### src/rtl/instr_encoder_if.sv
// Instruction request stream plus program-memory write port of the instruction encoder.
interface instr_encoder_if #(
    parameter int ADDR_W = 15
);
    logic              in_valid;
    logic              in_ready;
    logic              in_kind;
    logic [15:0]       in_imm;
    logic              in_am;
    logic [4:0]        in_alu;
    logic [2:0]        in_dst;
    logic [2:0]        in_jmp;
    logic              in_last;
    logic              prog_we;
    logic [ADDR_W-1:0] prog_addr;
    logic [15:0]       prog_data;

    modport master (
        output in_valid, in_kind, in_imm, in_am, in_alu, in_dst, in_jmp, in_last,
        input  in_ready, prog_we, prog_addr, prog_data
    );

    modport slave (
        input  in_valid, in_kind, in_imm, in_am, in_alu, in_dst, in_jmp, in_last,
        output in_ready, prog_we, prog_addr, prog_data
    );
endinterface

### src/rtl/instr_encoder.sv
// Program-load engine: packs field-level instruction requests into 16-bit words
// and writes them to consecutive program-memory addresses.
module instr_encoder #(
    parameter int ADDR_W    = 15,
    parameter int DEPTH     = 32768,
    parameter int BASE_ADDR = 0
) (
    input  logic              clk,
    input  logic              rst,
    input  logic              start,
    instr_encoder_if.slave    bus,
    output logic [ADDR_W:0]   count,
    output logic              busy,
    output logic              done,
    output logic [1:0]        err
);
    typedef enum logic [1:0] {
        S_IDLE = 2'd0,
        S_LOAD = 2'd1,
        S_DONE = 2'd2
    } state_e;

    localparam logic [ADDR_W:0]   DEPTH_C = (ADDR_W + 1)'(DEPTH);
    localparam logic [ADDR_W-1:0] BASE_C  = ADDR_W'(BASE_ADDR);
    localparam logic [ADDR_W:0]   ONE_C   = (ADDR_W + 1)'(1);

    state_e            state_q;
    logic [ADDR_W:0]   acc_q;
    logic [ADDR_W:0]   count_q;
    logic [1:0]        err_q;
    logic              we_q;
    logic [ADDR_W-1:0] addr_q;
    logic [15:0]       data_q;

    logic              ready_s;
    logic              accept_s;
    logic              imm_bad_s;
    logic [15:0]       word_d;

    // acc_q counts words already committed to a write slot, so a write still in
    // flight is reserved before count_q catches up one cycle later.
    always_comb begin
        ready_s   = (state_q == S_LOAD) && (acc_q < DEPTH_C) && !start;
        accept_s  = bus.in_valid && ready_s;
        imm_bad_s = !bus.in_kind && bus.in_imm[15];
        if (bus.in_kind) begin
            word_d = {1'b1, 2'b11, bus.in_am, 1'b0, bus.in_alu, bus.in_dst, bus.in_jmp};
        end else begin
            word_d = {1'b0, bus.in_imm[14:0]};
        end
    end

    always_ff @(posedge clk or posedge rst) begin
        if (rst) begin
            state_q <= S_IDLE;
            acc_q   <= '0;
            count_q <= '0;
            err_q   <= 2'b00;
            we_q    <= 1'b0;
            addr_q  <= BASE_C;
            data_q  <= 16'h0000;
        end else begin
            we_q <= 1'b0;
            if (start) begin
                state_q <= S_LOAD;
                acc_q   <= '0;
                count_q <= '0;
                err_q   <= 2'b00;
            end else begin
                if (we_q) begin
                    count_q <= count_q + ONE_C;
                    if ((count_q + ONE_C) == DEPTH_C) begin
                        err_q[1] <= 1'b1;
                    end
                end
                if (accept_s) begin
                    if (imm_bad_s) begin
                        err_q[0] <= 1'b1;
                    end else begin
                        we_q   <= 1'b1;
                        addr_q <= BASE_C + acc_q[ADDR_W-1:0];
                        data_q <= word_d;
                        acc_q  <= acc_q + ONE_C;
                    end
                    if (bus.in_last) begin
                        state_q <= S_DONE;
                    end
                end
            end
        end
    end

    assign bus.in_ready  = ready_s;
    assign bus.prog_we   = we_q;
    assign bus.prog_addr = addr_q;
    assign bus.prog_data = data_q;
    assign count         = count_q;
    assign err           = err_q;
    assign busy          = (state_q == S_LOAD);
    assign done          = (state_q == S_DONE);
endmodule

### src/flat_wrapper.sv
// flat-port wrapper written by rule: the top's interface ports become plain ports
module instr_encoder_flat 
#(
    parameter int ADDR_W    = 15,
    parameter int DEPTH     = 32768,
    parameter int BASE_ADDR = 0
)
  (clk, rst, start, count, busy, done, err, bus_in_valid, bus_in_kind, bus_in_imm, bus_in_am, bus_in_alu, bus_in_dst, bus_in_jmp, bus_in_last, bus_in_ready, bus_prog_we, bus_prog_addr, bus_prog_data);
  instr_encoder_if #(.ADDR_W(ADDR_W)) bus_i ();
  input  logic clk;
  input  logic rst;
  input  logic start;
  output logic [ADDR_W:0] count;
  output logic busy;
  output logic done;
  output logic [1:0] err;
  input wire logic [$bits(bus_i.in_valid)-1:0] bus_in_valid;
  input wire logic [$bits(bus_i.in_kind)-1:0] bus_in_kind;
  input wire logic [$bits(bus_i.in_imm)-1:0] bus_in_imm;
  input wire logic [$bits(bus_i.in_am)-1:0] bus_in_am;
  input wire logic [$bits(bus_i.in_alu)-1:0] bus_in_alu;
  input wire logic [$bits(bus_i.in_dst)-1:0] bus_in_dst;
  input wire logic [$bits(bus_i.in_jmp)-1:0] bus_in_jmp;
  input wire logic [$bits(bus_i.in_last)-1:0] bus_in_last;
  output wire logic [$bits(bus_i.in_ready)-1:0] bus_in_ready;
  output wire logic [$bits(bus_i.prog_we)-1:0] bus_prog_we;
  output wire logic [$bits(bus_i.prog_addr)-1:0] bus_prog_addr;
  output wire logic [$bits(bus_i.prog_data)-1:0] bus_prog_data;
  assign bus_i.in_valid = bus_in_valid;
  assign bus_i.in_kind = bus_in_kind;
  assign bus_i.in_imm = bus_in_imm;
  assign bus_i.in_am = bus_in_am;
  assign bus_i.in_alu = bus_in_alu;
  assign bus_i.in_dst = bus_in_dst;
  assign bus_i.in_jmp = bus_in_jmp;
  assign bus_i.in_last = bus_in_last;
  assign bus_in_ready = bus_i.in_ready;
  assign bus_prog_we = bus_i.prog_we;
  assign bus_prog_addr = bus_i.prog_addr;
  assign bus_prog_data = bus_i.prog_data;
  instr_encoder #(.ADDR_W(ADDR_W), .DEPTH(DEPTH), .BASE_ADDR(BASE_ADDR)) u_core (.clk(clk), .rst(rst), .start(start), .bus(bus_i), .count(count), .busy(busy), .done(done), .err(err));
endmodule
### config.mk
export PLATFORM = sky130hd
export DESIGN_NAME = instr_encoder_flat
export DESIGN_NICKNAME = d
export VERILOG_FILES = /design/src/rtl/instr_encoder_if.sv /design/src/rtl/instr_encoder.sv /design/src/flat_wrapper.sv
export SDC_FILE = /design/constraint.sdc
export NUM_CORES = 1
export LEC_CHECK = 0
export BUFFER_PORTS_ARGS = -buffer_cell sky130_fd_sc_hd__clkbuf_2
export CORE_MARGIN = 1.5
export CORE_UTILIZATION = 53
export DETAILED_ROUTE_END_ITERATION = 8
export PLACE_DENSITY = 0.9
export SYNTH_ARGS = -nofsm -noshare
export SYNTH_HDL_FRONTEND = slang
export SYNTH_SLANG_ARGS = --single-unit
### constraint.sdc
create_clock -name clk -period 2.43 [get_ports clk]
set_input_delay 0.3645 -clock clk [delete_from_list [all_inputs] [get_ports clk]]
set_output_delay 0.3645 -clock clk [all_outputs]
set_load 0.1 [all_outputs]
[After elaboration in Yosys (flattened, before gate mapping)]
Index checks and enable logic that the tools add are counted.
W data, S select, Z words.
Storage, ports and cells
  flip-flop bits (word level): 68
  output and inout bits: 53
Cells by class
  add/subtract/negate cells: 2
  $lt $le $gt $ge: 1
  equal/unequal tests: 4
  mux-type cells: 17
  bitwise gates (word level): 2
  reduce and logical (&&, ||, !) cells: 16
Operator list (count)
  $mux W16: 6
  $add A16 B1 Y16 const B: 2
  $eq A16 B16 Y1 const B: 1
  $lt A16 B16 Y1 const B: 1
  $reduce_bool A2 Y1: 5
  $mux W2: 4
  $reduce_and A2 Y1: 4
  $mux W1: 7
  $logic_and A1 B1 Y1: 4
  $reduce_and A3 Y1: 1
  $eq A2 B1 Y1 const B: 1
  $eq A2 B2 Y1 const B: 1
  $logic_not A1 Y1: 2
  $ne A2 B2 Y1 const B: 1
  $not A1 Y1: 2

[Longest topological paths before layout]
Gate-level depths: netlist of run 1.
  depth after elaboration: 6
  depth in mapped cells: 7
  gate-level depth less buffers: 6

[Least setup slack after synthesis of run 1]
OpenSTA, ideal clock, no wires.
  path type: flip-flop to flip-flop
  from: reg u_core.acc_q[15]
  to: reg u_core.acc_q[11]
  setup time: 0.127 ns
  arrival: 2.525 ns
  required time: 2.303 ns
  path slack: -0.222 ns
  stages on the path, launching flop included: 6
  clock period less this slack: 2.652 ns
  cells stage by stage: dfrtp_1 -> nor4b_4 -> nand4_2 -> nor3_2 -> nand3_1 -> mux2_1
On the way
  word-level cells in the longest chain between the ends: 6
RTL lines
  start: declaration: RTL line instr_encoder.sv:28  | logic [ADDR_W:0] acc_q;
  start signal: assignment: RTL line instr_encoder.sv:83  | acc_q <= acc_q + ONE_C;
  $lt A16 B16 Y1: RTL line instr_encoder.sv:43  | ready_s = (state_q == S_LOAD) && (acc_q < DEPTH_C) && !start;
  $logic_and A1 B1 Y1 (2 in series): RTL line instr_encoder.sv:43
  named net bus_in_ready: RTL line flat_wrapper.sv:25  | output wire logic [$bits(bus_i.in_ready)-1:0] bus_in_ready;
  $logic_and A1 B1 Y1: RTL line instr_encoder.sv:44  | accept_s = bus.in_valid && ready_s;
  $reduce_bool A2 Y1 (no source line)
  $reduce_and A2 Y1 (no source line)
The timed path passes the listed nets, and every way through them passes these cells.
A chain may end at the register's enable or synchronous reset.

[Final worst setup path of run 1]
  from: reg u_core.count_q[3], in the netlist u_core.count[3]
  to: reg u_core.err_q[1], in the netlist u_core.err[1]
On the way
  word-level cells in the longest chain between the ends: 4
RTL lines
  start: declaration: RTL line instr_encoder.sv:29  | logic [ADDR_W:0] count_q;
  start signal: assignment: RTL line instr_encoder.sv:71  | count_q <= count_q + ONE_C;
  $add A16 B1 Y16: RTL line instr_encoder.sv:72  | if ((count_q + ONE_C) == DEPTH_C) begin
  $eq A16 B16 Y1: RTL line instr_encoder.sv:72
  $reduce_bool A2 Y1 (no source line)
  $reduce_and A2 Y1 (no source line)
  end signal: assignment: RTL line instr_encoder.sv:58  | err_q <= 2'b00;
  end signal: assignment: RTL line instr_encoder.sv:68  | err_q <= 2'b00;
  end signal: assignment: RTL line instr_encoder.sv:73  | err_q[1] <= 1'b1;
  end: declaration: RTL line instr_encoder.sv:30  | logic [1:0] err_q;
Every way passes these cells.

==> results of run 1 <==
==> registers in the layout (all words and copies together) (netlist names) <==
register	count
u_core.acc_q	16
u_core.bus.prog_data	16
u_core.count	16
u_core.bus.prog_addr	15
u_core.err	2
u_core.state_q	2
u_core.bus.prog_we	1
==> cells by family after synthesis <==
| logic type | count (synthesis) | share of synthesized area (%) |
|---|---|---|
| and+or+nand+nor | 181 | 26.2 |
| DFF | 68 | 50.9 |
| AOI/OAI and AO/OA | 41 | 7.00 |
| xor gates and xnor gates | 27 | 7.07 |
| buffers and inverters | 26 | 3.18 |
| muxes | 15 | 4.53 |
| adders and majority gates | 3 | 1.12 |
==> power by group through the flow <==
stage | Combinational, mW | Clock (mW) | Sequential, mW
6_report | 0.809 | 1.04 | 1.26
5_1_grt | 0.846 | 1.10 | 1.27
4_1_cts | 0.814 | 1.06 | 1.26
3_5_place_dp | 0.814 | 0 | 1.28
3_3_place_gp | 0.802 | 0 | 1.27
2_1_floorplan | 0.156 | 0 | 1.77
==> Yosys cell counts (4+ instances only) <==
library cell / number
sky130_fd_sc_hd__nand4_1: 6
sky130_fd_sc_hd__nor3_1: 5
sky130_fd_sc_hd__o21ai_0: 25
sky130_fd_sc_hd__and3_1: 6
sky130_fd_sc_hd__buf_2: 4
sky130_fd_sc_hd__xnor2_1: 14
sky130_fd_sc_hd__dfrtp_1: 68
sky130_fd_sc_hd__nand3_1: 21
sky130_fd_sc_hd__nand2_1: 77
sky130_fd_sc_hd__nor2_1: 39
sky130_fd_sc_hd__xor2_1: 13
sky130_fd_sc_hd__a21oi_1: 5
sky130_fd_sc_hd__clkbuf_1: 13
sky130_fd_sc_hd__inv_1: 5
sky130_fd_sc_hd__and2_1: 4
sky130_fd_sc_hd__mux2i_1: 14
==> how the worst max path moves through the flow <==
| stage | from | to | depth (start not counted) |
|---|---|---|---|
| 2_1_floorplan | u_core.acc_q[15]$_DFFE_PP0P_ | u_core.acc_q[11]$_DFFE_PP0P_ | 5 |
| 3_3_place_gp | start | u_core.acc_q[11]$_DFFE_PP0P_ | 6 |
| 3_5_place_dp | u_core.count[3]$_DFFE_PP0P_ | u_core.err[1]$_DFFE_PP0P_ | 5 |
| 4_1_cts | u_core.count[3]$_DFFE_PP0P_ | u_core.err[1]$_DFFE_PP0P_ | 5 |
| 5_1_grt | u_core.count[3]$_DFFE_PP0P_ | u_core.err[1]$_DFFE_PP0P_ | 5 |
| 6_report | u_core.count[3]$_DFFE_PP0P_ | u_core.err[1]$_DFFE_PP0P_ | 5 |
==> worst max-delay path, stage by stage (launching register included) <==
cell and delay (ps):
sky130_fd_sc_hd__dfrtp_1 490, sky130_fd_sc_hd__and3_1 330, sky130_fd_sc_hd__nand3_1 100, sky130_fd_sc_hd__a2111oi_0 550, sky130_fd_sc_hd__o2111ai_1 210, sky130_fd_sc_hd__o31ai_1 230
==> routing by layer <==
| metal | vias to the layer above | GRT usage [%] | wire (um) | part of all wire, % |
|---|---|---|---|---|
| met5 | - | 0 | 0 | 0 |
| met1 | 1400 | 30.5 | 3180 | 41 |
| met2 | 123 | 39.0 | 3650 | 48 |
| met3 | 25 | 6.81 | 593 | 7.7 |
| li1 | 1392 | - | - | - |
| met4 | 0 | 14.7 | 242 | 3.2 |
==> area by class of cell <==
cell class                 count  share of cell area, %
clock buffer                  11                   3.45
sequential                    68                   41.5
timing repair buffer          94                   12.6
multi-input combinational    267                   37.5
inverter                       6                  0.550
tap                           75                   2.29
clock inverter                 5                   2.05
==> reports/results.txt, run 1 <==
Run status: finished clean
Buffers inserted by post-CTS timing repair: 0
Post-layout worst setup margin: 414 ps
Number of ports placed on the die boundary: 87
Worst Reg-to-Reg Cells: 5
Footprint of the flip-flops and latches: 1700 um2
Number of CTS-inserted buffers: 9
Hold violation count in the final report: 0
PnR Total Power: 3.11 mW
Worst Setup Path Type: register to register
Worst hold slack after final layout: 34.1 ps
H-tree depth reported by CTS: 3
Register bit count reported by yosys: 68
Number of nets in the layout: 483
DR iter-0 viols: 391
Capturing point of the worst reg2reg path: u_core.err[1]$_DFFE_PP0P_
Global-route total usage across every layer: 24.8%
Max Clk Rate: 0.496 GHz
Final setup violating endpoints: 0
Multi-input combinational cell area: 1540 um2
Most frequent cells in the layout: sky130_fd_sc_hd__clkbuf_2, sky130_fd_sc_hd__nand2_1, sky130_fd_sc_hd__dfrtp_1
FP Rows: 28
Sinks on Clock Net: 68
Type of the tightest min-delay check: input port to async pin
Most common cell after layout, fill and taps aside: sky130_fd_sc_hd__clkbuf_2
Clock network power share: 33.6%
Cell area after synthesis: 3340 um2
Total cell area at the placement stage: 3870 um2
Primary flip-flop cell chosen by synthesis mapping: sky130_fd_sc_hd__dfrtp_1
Ant diodes: 0
Source of the worst register-to-register timing path: u_core.count[3]$_DFFE_PP0P_
Final cycle utilization of the critical path: 83.0%
CTS Root Cell: sky130_fd_sc_hd__clkbuf_8
Largest area contributor in the netlist: sky130_fd_sc_hd__dfrtp_1
Post-CTS sizing: 0
Die Ht: 82.4 um
Worst-case vdd ir drop: 0.000604 V
Vias: 2,940
Global route total overflow: 0
Critical Path AT: 2270 ps
Placeable Area: 5990 um2
Signed area change from the synthesized netlist to the final layout: 22.5%
Post-Syn Area per Cell: 9.26 um2
Main area contributors after synthesis: sky130_fd_sc_hd__dfrtp_1, sky130_fd_sc_hd__nand2_1, sky130_fd_sc_hd__nor2_1
Post-placement worst setup slack: 476 ps
Number of remaining DRC errors: 0
Synthesized net count: 398
Layout filler cell count: 447
Hold-fix buffers at CTS: 0
Clock Tree Buf Depth: 2
Cell count after placement: 510
Routability congestion estimate from global placement: 0.990
Via density per instance: 5.59
Clock skew: 9.28 ps
Actual transition at the worst max-transition pin: 532 ps
Clock tree from TritonCTS: done
First-pass GRT wire length: 12.6 mm
Clock-pin slew on the worst setup and hold paths: 70 ps
Portion of total power attributed to sequential cells: 40.4%
Final Slew Violations: 0
Final HPWL DP: 5.44 mm
Fraction of the yosys area taken by sequential cells: 50.9%
Initial cell density of the core: 55.8%
Synthesized instance count: 361
Maximum fanout along the worst path: 8
Average wire length per cell after detail routing: 14.6 um
Sum Neg Setup Slack: 0 ps
First drt pass iteration count: 5
Number of antenna violations at the first check in global routing: 0
Die area: 6800 um2
Leakage power total: 2.04 nW
# port buffers: 86
Routed Wire Length: 7.66 mm
Unrepaired setup endpoints after global routing: no
Endpoint kind of the worst setup timing path: register
Total non-filler cell area in the finished layout: 4100 um2
PD cells: 759 nW/um2
Maximum number of pins on one net before global-route repair: 46
Skew-Pair Late Insertion Delay: 350 ps
Worst endpoint required time: 2680 ps
Via count of the first global-routing pass: 2,867
Number of standard cells in the final layout excluding fillers: 526
Yosys top cell area share: 50.9%
Number of synthesized flops with an enable pin: 0
Worst max-slew margin expressed relative to the limit: 63.6%
Max-cap check violation count: 0
Share of post-route cells with drive strength above 1: 25.9%
Final period demand of the worst path: 2020 ps
Netlist cell types: 42
Internal Pwr Total: 1.94 mW
Die Wd: 82.4 um
CP Launch Type: register
Final design utilization: 68.4%
Post-DRT Antenna Nets: 0
Count of warnings emitted by yosys: 0
FF-to-FF setup slack: 410 ps
Sw Share: 37.6%
Share of async-settable or async-resettable flops after synthesis: 100%
Fraction of power consumed by combinational cells: 26.0%
Switching power: 1.17 mW
Note: power is estimated with default switching activity, not from simulation.
==> run 2, diff against run 1 <==
Settings changed: ABC_AREA set to 1, CORE_UTILIZATION 53 to 48, PLACE_DENSITY 0.9 to 0.86.
Clock period 2.43 ns to 1.8 ns, I/O delays scaled along.
==> run 2 against run 1 <==
Net effect: wire length up 13%; register-to-register slack worse by 370 ps; combinational power increased by 58%; area after synthesis up 3.7%; worst setup slack lost 370 ps; clock-buffer cell count fell by 2; power is 33% higher; clock power grew 9.6%; synthesized cell count rose by 23%; critical path depth rose by 2; hold slack better by 96 ps; critical path type unchanged; highest routed layer unchanged.
==> reports/results.txt, run 2 <==
Run status: finished clean
Type of the tightest min-delay check: input port to register
Count of warnings emitted by yosys: 0 (unchanged)
Yosys top cell area share: 49.1% (-1.8 points)
Die Wd: 88.0 um (+6.7%)
Number of synthesized flops with an enable pin: 0 (unchanged)
Clock-pin slew on the worst setup and hold paths: 80 ps (about the same)
Maximum fanout along the worst path: 4 (-4)
Most common cell after layout, fill and taps aside: sky130_fd_sc_hd__nand2_1
Max-cap check violation count: 0 (unchanged)
Final period demand of the worst path: 1760 ps (-259 ps)
Cell breakdown of the critical path: nor4_4, nand2_2, nor2_2, buf_4, nand3_1, o21ai_0, nor2_1
Register bit count reported by yosys: 68 (unchanged)
Number of remaining DRC errors: 0 (unchanged)
PnR Total Power: 4.13 mW (+33%)
Unrepaired setup endpoints after global routing: yes
Average wire length per cell after detail routing: 13.3 um (-8.6%)
Clock Tree Buf Depth: 2 (unchanged)
Hold Crit Depth: 3
Most common library cells after synthesis: sky130_fd_sc_hd__nand2_1, sky130_fd_sc_hd__dfrtp_1, sky130_fd_sc_hd__inv_1, sky130_fd_sc_hd__nor2_1, sky130_fd_sc_hd__o21ai_0
Maximum number of pins on one net before global-route repair: 36 (-22%)
Worst endpoint required time: 2040 ps (-640 ps)
Die area: 7740 um2 (+14%)
Vias: 3,485 (+19%)
Ant diodes: 0 (unchanged)
FF-to-FF setup slack: 40 ps (-370 ps)
Final Slew Violations: 0 (unchanged)
Clock tree from TritonCTS: done
First drt pass iteration count: 5 (unchanged)
Layout filler cell count: 640 (+43%)
Number of nets in the layout: 586 (+21%)
Worst-case vdd ir drop: 0.000801 V (+33%)
Largest area contributor in the netlist: sky130_fd_sc_hd__dfrtp_1
Signed area change from the synthesized netlist to the final layout: 25.7%
PD cells: 948 nW/um2 (+25%)
CP Launch Type: register
Leakage power total: 2.09 nW (+2.5%)
Sum Neg Setup Slack: 0 ps (unchanged)
Global route total overflow: 0 (unchanged)
Critical Path AT: 2000 ps (-270 ps)
Sinks on Clock Net: 68 (unchanged)
Post-DRT Antenna Nets: 0 (unchanged)
Critical path's largest stage delay: 430 ps (-120 ps)
Library cell contributing the largest single delay on the critical path: sky130_fd_sc_hd__dfrtp_1
Placeable Area: 6910 um2 (+15%)
Number of antenna violations at the first check in global routing: 0 (unchanged)
Final setup violating endpoints: 0 (unchanged)
Initial cell density of the core: 50.2% (-5.6 points)
Global-route total usage across every layer: 23.6% (-1.2 points)
Hold violation count in the final report: 0 (unchanged)
Via density per instance: 5.36 (-4.1%)
Worst hold slack after final layout: 130 ps (+96.1 ps)
First-pass GRT wire length: 14.1 mm (+12%)
Routed Wire Length: 8.65 mm (+13%)
Post-Syn Area per Cell: 7.83 um2 (-16%)
Worst max-slew margin expressed relative to the limit: 59.1% (-4.5 points)
Share of post-route cells with drive strength above 1: 28.0% (+2.0 points)
Cell area after synthesis: 3470 um2 (+3.7%)
Final design utilization: 63.1% (-5.3 points)
Final HPWL DP: 6.22 mm (+14%)
Number of ports placed on the die boundary: 87 (unchanged)
CTS Root Cell: sky130_fd_sc_hd__clkbuf_8
Endpoint kind of the worst setup timing path: register
Worst Reg-to-Reg Cells: 7 (+2)
Share of async-settable or async-resettable flops after synthesis: 100% (unchanged)
Die Ht: 88.0 um (+6.7%)
Primary flip-flop cell chosen by synthesis mapping: sky130_fd_sc_hd__dfrtp_1
Actual transition at the worst max-transition pin: 612 ps (+79.3 ps)
Most frequent cells in the layout: sky130_fd_sc_hd__nand2_1, sky130_fd_sc_hd__clkbuf_2, sky130_fd_sc_hd__dfrtp_1
Synthesized instance count: 443 (+23%)
DR iter-0 viols: 289 (-26%)
Number of CTS-inserted buffers: 9 (unchanged)
Worst Setup Path Type: register to register
Synthesized net count: 480 (+21%)
Clock skew: 10.1 ps (+0.794 ps)
Post-placement worst setup slack: 27.7 ps (-448 ps)
Routability congestion estimate from global placement: 0.870 (-12%)
Netlist cell types: 28 (-33%)
H-tree depth reported by CTS: 3 (unchanged)
Via count of the first global-routing pass: 3,214 (+12%)
FP Rows: 30 (+7.1%)
Final cycle utilization of the critical path: 97.6% (+15 points)
Max Clk Rate: 0.569 GHz (+15%)
Main area contributors after synthesis: sky130_fd_sc_hd__dfrtp_1, sky130_fd_sc_hd__nand2_1, sky130_fd_sc_hd__o21ai_0
Post-layout worst setup margin: 43.0 ps (-371 ps)
# port buffers: 86 (unchanged)
Most repeated cell in the gate-level netlist after synthesis: sky130_fd_sc_hd__nand2_1
Skew-Pair Late Insertion Delay: 360 ps (about the same)
Fraction of the yosys area taken by sequential cells: 49.1% (-1.8 points)
## run 2: cell families after synthesis
family / share of synthesized area (%)
xor+xnor: 0.758
flops: 49.1
simple gates: 29.8
fa+ha+maj: 1.08
buf+inv: 8.62
compound gates: 10.7
## run 2: through the flow
step,std cells,area (um2)
after detailed placement,623,4080
after CTS,640,4270
final,650,4360
after global routing,650,4360
after global placement,623,4080
after floorplan,443,3530
## run 2: repair_timing
item                                   in CTS  in global routing
gates resized for setup                     0                  5
setup endpoints to repair                   0                 32
hold buffers                                1                  0
buffers inserted                            0                  9
endpoints found under the hold margin      16                  0
## run 2: worst paths after layout
| check | from | endpoint |
|---|---|---|
| max reg2reg | u_core.acc_q[15]$_DFFE_PP0P_ | u_core.acc_q[8]$_DFFE_PP0P_ |
| min reg2reg | u_core.bus.prog_addr[10]$_DFFE_PP0P_ | u_core.bus.prog_addr[10]$_DFFE_PP0P_ |
| max | u_core.acc_q[15]$_DFFE_PP0P_ | u_core.acc_q[8]$_DFFE_PP0P_ |
| min | bus_in_imm[13] | u_core.bus.prog_data[13]$_DFFE_PP0P_ |
| max in group asynchronous | rst | u_core.acc_q[3]$_DFFE_PP0P_ |
| min in group asynchronous | rst | u_core.bus.prog_data[14]$_DFFE_PP0P_ |
## run 2: layout make-up
| cell class | instances | area, um2 | area share (%) |
|---|---|---|---|
| Multi-Input combinational cell | 313 | 1530 | 35.0 |
| Sequential cell | 68 | 1720 | 39.5 |
| Tap cell | 96 | 120 | 2.76 |
| Timing Repair Buffer | 107 | 622 | 14.3 |
| Clock inverter | 7 | 52.6 | 1.21 |
| Inverter | 50 | 194 | 4.45 |
| Clock buffer | 9 | 124 | 2.84 |
## run 2: worst max-delay path, delay by kind of cell (launching register included)
kind | cells | cell delay, ps
flip-flops | 1 | 430
AO/OA/AOI/OAI | 1 | 240
buffers and inverters | 1 | 150
AND/OR/NAND/NOR | 5 | 820
## run 2: where the power goes
| part | switching [mW] | internal [mW] | leakage (nW) | total, mW |
|---|---|---|---|---|
| sequential | 0.0769 | 1.64 | 0.875 | 1.71 |
| clock | 0.636 | 0.505 | 0.0896 | 1.14 |
| combinational | 1.06 | 0.214 | 1.13 | 1.28 |
## run 2: routing by layer
layer	track usage (%)	share of wire, %
met4	8.80	1.5
met2	39.1	48
met1	29.3	42
met5	0	0
met3	6.79	8.1
==> run 3, diff against run 2 <==
Settings changed: CORE_UTILIZATION 48 to 40, CTS_BUF_LIST set to sky130_fd_sc_hd__clkbuf_16, PLACE_DENSITY 0.86 to 0.75.
==> run 3 against run 2 <==
Net effect: utilization shrank 10 points; largest cell class unchanged; hold slack got worse by 110 ps; fmax is 3.4% higher; critical endpoint is now bus_in_ready; power increased by 17%; cell count is 0.31% lower; wire length fell by 2.3%; design area increased by 1.0%; critical path depth shrank 3; clock skew fell by 1.7 ps; die area increased by 19%.
==> reports/results.txt, run 3 (synthesis gave the netlist of run 2 again) <==
First-pass GRT wire length: 14.2 mm (+1.1%)
Via density per instance: 5.09 (-5.0%)
Most common cell after layout, fill and taps aside: sky130_fd_sc_hd__nand2_1
Final cycle utilization of the critical path: 94.4% (-3.2 points)
CTS Root Cell: sky130_fd_sc_hd__clkbuf_16
Switching power: 1.78 mW (+0.19%)
FP Rows: 33 (+10%)
Post-layout worst setup margin: 101 ps (+58.1 ps)
Worst max-slew margin expressed relative to the limit: 60.3% (+1.3 points)
Critical path's largest stage delay: 380 ps (-50 ps)
Routability congestion estimate from global placement: 0.874 (+0.45%)
Sw Share: 36.9% (-6.1 points)
Type of the tightest min-delay check: input port to async pin
Final Slew Violations: 0 (unchanged)
Die Ht: 96.1 um (+9.2%)
Final period demand of the worst path: 1700 ps (-58.1 ps)
Final HPWL DP: 6.26 mm (+0.76%)
Number of CTS-inserted buffers: 9 (unchanged)
Die area: 9240 um2 (+19%)
Most frequent cells in the layout: sky130_fd_sc_hd__nand2_1, sky130_fd_sc_hd__clkbuf_2, sky130_fd_sc_hd__dfrtp_1
Number of remaining DRC errors: 0 (unchanged)
PD cells: 1100 nW/um2 (+15%)
Internal Pwr Total: 3.04 mW (+29%)
Number of ports placed on the die boundary: 87 (unchanged)
Cell count after placement: 632 (+1.4%)
Number of standard cells in the final layout excluding fillers: 648 (-0.31%)
Final setup violating endpoints: 0 (unchanged)
Maximum fanout along the worst path: 3 (-1)
Clock-pin slew on the worst setup and hold paths: 60 ps (-20 ps)
CP Launch Type: register
# port buffers: 86 (unchanged)
Number of antenna violations at the first check in global routing: 0 (unchanged)
Via count of the first global-routing pass: 3,046 (-5.2%)
Sinks on Clock Net: 68 (unchanged)
First drt pass iteration count: 5 (unchanged)
Average wire length per cell after detail routing: 13.0 um (-2.0%)
Run status: finished clean
Max-cap check violation count: 0 (unchanged)
Vias: 3,299 (-5.3%)
Maximum number of pins on one net before global-route repair: 39 (+8.3%)
Share of post-route cells with drive strength above 1: 26.5% (-1.5 points)
Endpoint kind of the worst setup timing path: output pin
Leakage power total: 2.10 nW (+0.19%)
Max Clk Rate: 0.589 GHz (+3.4%)
Fraction of power consumed by combinational cells: 25.8% (-5.1 points)
Global route total overflow: 0 (unchanged)
Placeable Area: 8300 um2 (+20%)
Worst Setup Path Type: register to output pin
Multi-input combinational cell area: 1510 um2 (-0.74%)
Global-route total usage across every layer: 20.0% (-3.6 points)
Worst-case vdd ir drop: 0.000797 V (-0.57%)
Signed area change from the synthesized netlist to the final layout: 27.0%
Hold violation count in the final report: 0 (unchanged)
Library cell contributing the largest single delay on the critical path: sky130_fd_sc_hd__dfrtp_1
PnR Total Power: 4.82 mW (+17%)
Clock tree from TritonCTS: done
DR iter-0 viols: 225 (-22%)
Buffers inserted by post-CTS timing repair: 0 (unchanged)
Initial cell density of the core: 41.8% (-8.4 points)
Clock skew: 8.36 ps (-1.71 ps)
H-tree depth reported by CTS: 3 (unchanged)
Actual transition at the worst max-transition pin: 593 ps (-18.9 ps)
Post-placement worst setup slack: 170 ps (+142 ps)
Cell breakdown of the critical path: inv_1, nor4_4, buf_4, buf_12
Portion of total power attributed to sequential cells: 35.7% (-5.8 points)
Worst Reg-to-Reg Cells: 8 (+1)
Worst hold slack after final layout: 23.1 ps (-107 ps)
Critical Path AT: 1430 ps (-570 ps)
Clock network power share: 38.5% (+11 points)
Post-DRT Antenna Nets: 0 (unchanged)
Skew-Pair Late Insertion Delay: 330 ps (-30 ps)
Die Wd: 96.1 um (+9.2%)
Footprint of the flip-flops and latches: 1720 um2 (unchanged)
Unrepaired setup endpoints after global routing: yes
Ant diodes: 0 (unchanged)
Final design utilization: 53.1% (-10 points)
Clock Tree Buf Depth: 2 (unchanged)
Number of nets in the layout: 575 (-1.9%)
Worst endpoint required time: 1530 ps (-510 ps)
Routed Wire Length: 8.45 mm (-2.3%)
Layout filler cell count: 794 (+24%)
-- run 3: cell types whose count changed in the layout (fill, tap and decap cells not counted), moves of 2 or more --
cell and delta:
sky130_fd_sc_hd__buf_4 -7, sky130_fd_sc_hd__bufinv_16 +2, sky130_fd_sc_hd__clkbuf_16 +9, sky130_fd_sc_hd__clkbuf_8 -9, sky130_fd_sc_hd__clkinv_4 -2
-- run 3: cell type report --
type / instances / area share (%)
inverters: 50 / 4.35
well taps: 105 / 2.98
repair buffers: 97 / 12.0
multi-input cells: 312 / 34.4
clock buffers: 9 / 5.12
clock inverters: 7 / 2.10
flip-flops and latches: 68 / 39.1
-- run 3: critical path: cells and delay by family (launching register included) --
| kind | cells | cell delay [ps] |
|---|---|---|
| buffers and inverters | 3 | 450 |
| DFF | 1 | 380 |
| and+or+nand+nor | 1 | 270 |
-- run 3: per-stage QoR --
step           instance area [um2]  TNS [ps]
5_1_grt                       4400      -170
3_3_place_gp                  4080         0
2_1_floorplan                 3530    -28580
6_report                      4400         0
4_1_cts                       4400         0
3_5_place_dp                  4080         0
-- run 3: metal layers --
layer  vias up  wire length (um)  share of wire (%)  GRT usage (%)
met4         0                76               0.90           8.46
met5         -                 0                  0              0
met3         7               588                7.0           4.66
met2       107              3860                 46           30.3
met1      1538              3920                 46           27.6
li1       1647                 -                  -              -
-- run 3: what timing repair did --
| item | 4_1_cts | 5_1_grt |
|---|---|---|
| setup endpoints to repair | 0 | 9 |
| gates resized for setup | 0 | 1 |
| hold buffers | 0 | 0 |
-- run 3: path summary, 6_finish.rpt --
check	from	to	slack [ps]
max	u_core.state_q[0]$_DFFE_PP0P_	bus_in_ready	100
min	rst	u_core.bus.prog_data[12]$_DFFE_PP0P_	20
max reg2reg	u_core.state_q[0]$_DFFE_PP0P_	u_core.acc_q[8]$_DFFE_PP0P_	130
min reg2reg	u_core.bus.prog_addr[2]$_DFFE_PP0P_	u_core.bus.prog_addr[2]$_DFFE_PP0P_	480
max in group asynchronous	rst	u_core.count[11]$_DFFE_PP0P_	1370
min in group clk	bus_in_imm[13]	u_core.bus.prog_data[13]$_DFFE_PP0P_	170
-- run 3: power groups by stage --
| stage | combinational (mW) | clock, mW | sequential, mW |
|---|---|---|---|
| 6_report | 1.25 | 1.86 | 1.72 |
| 5_1_grt | 1.30 | 1.96 | 1.73 |
| 4_1_cts | 1.26 | 1.89 | 1.72 |
| 3_5_place_dp | 1.26 | 0 | 1.74 |
| 3_3_place_gp | 1.25 | 0 | 1.74 |
| 2_1_floorplan | 0.272 | 0 | 2.49 |
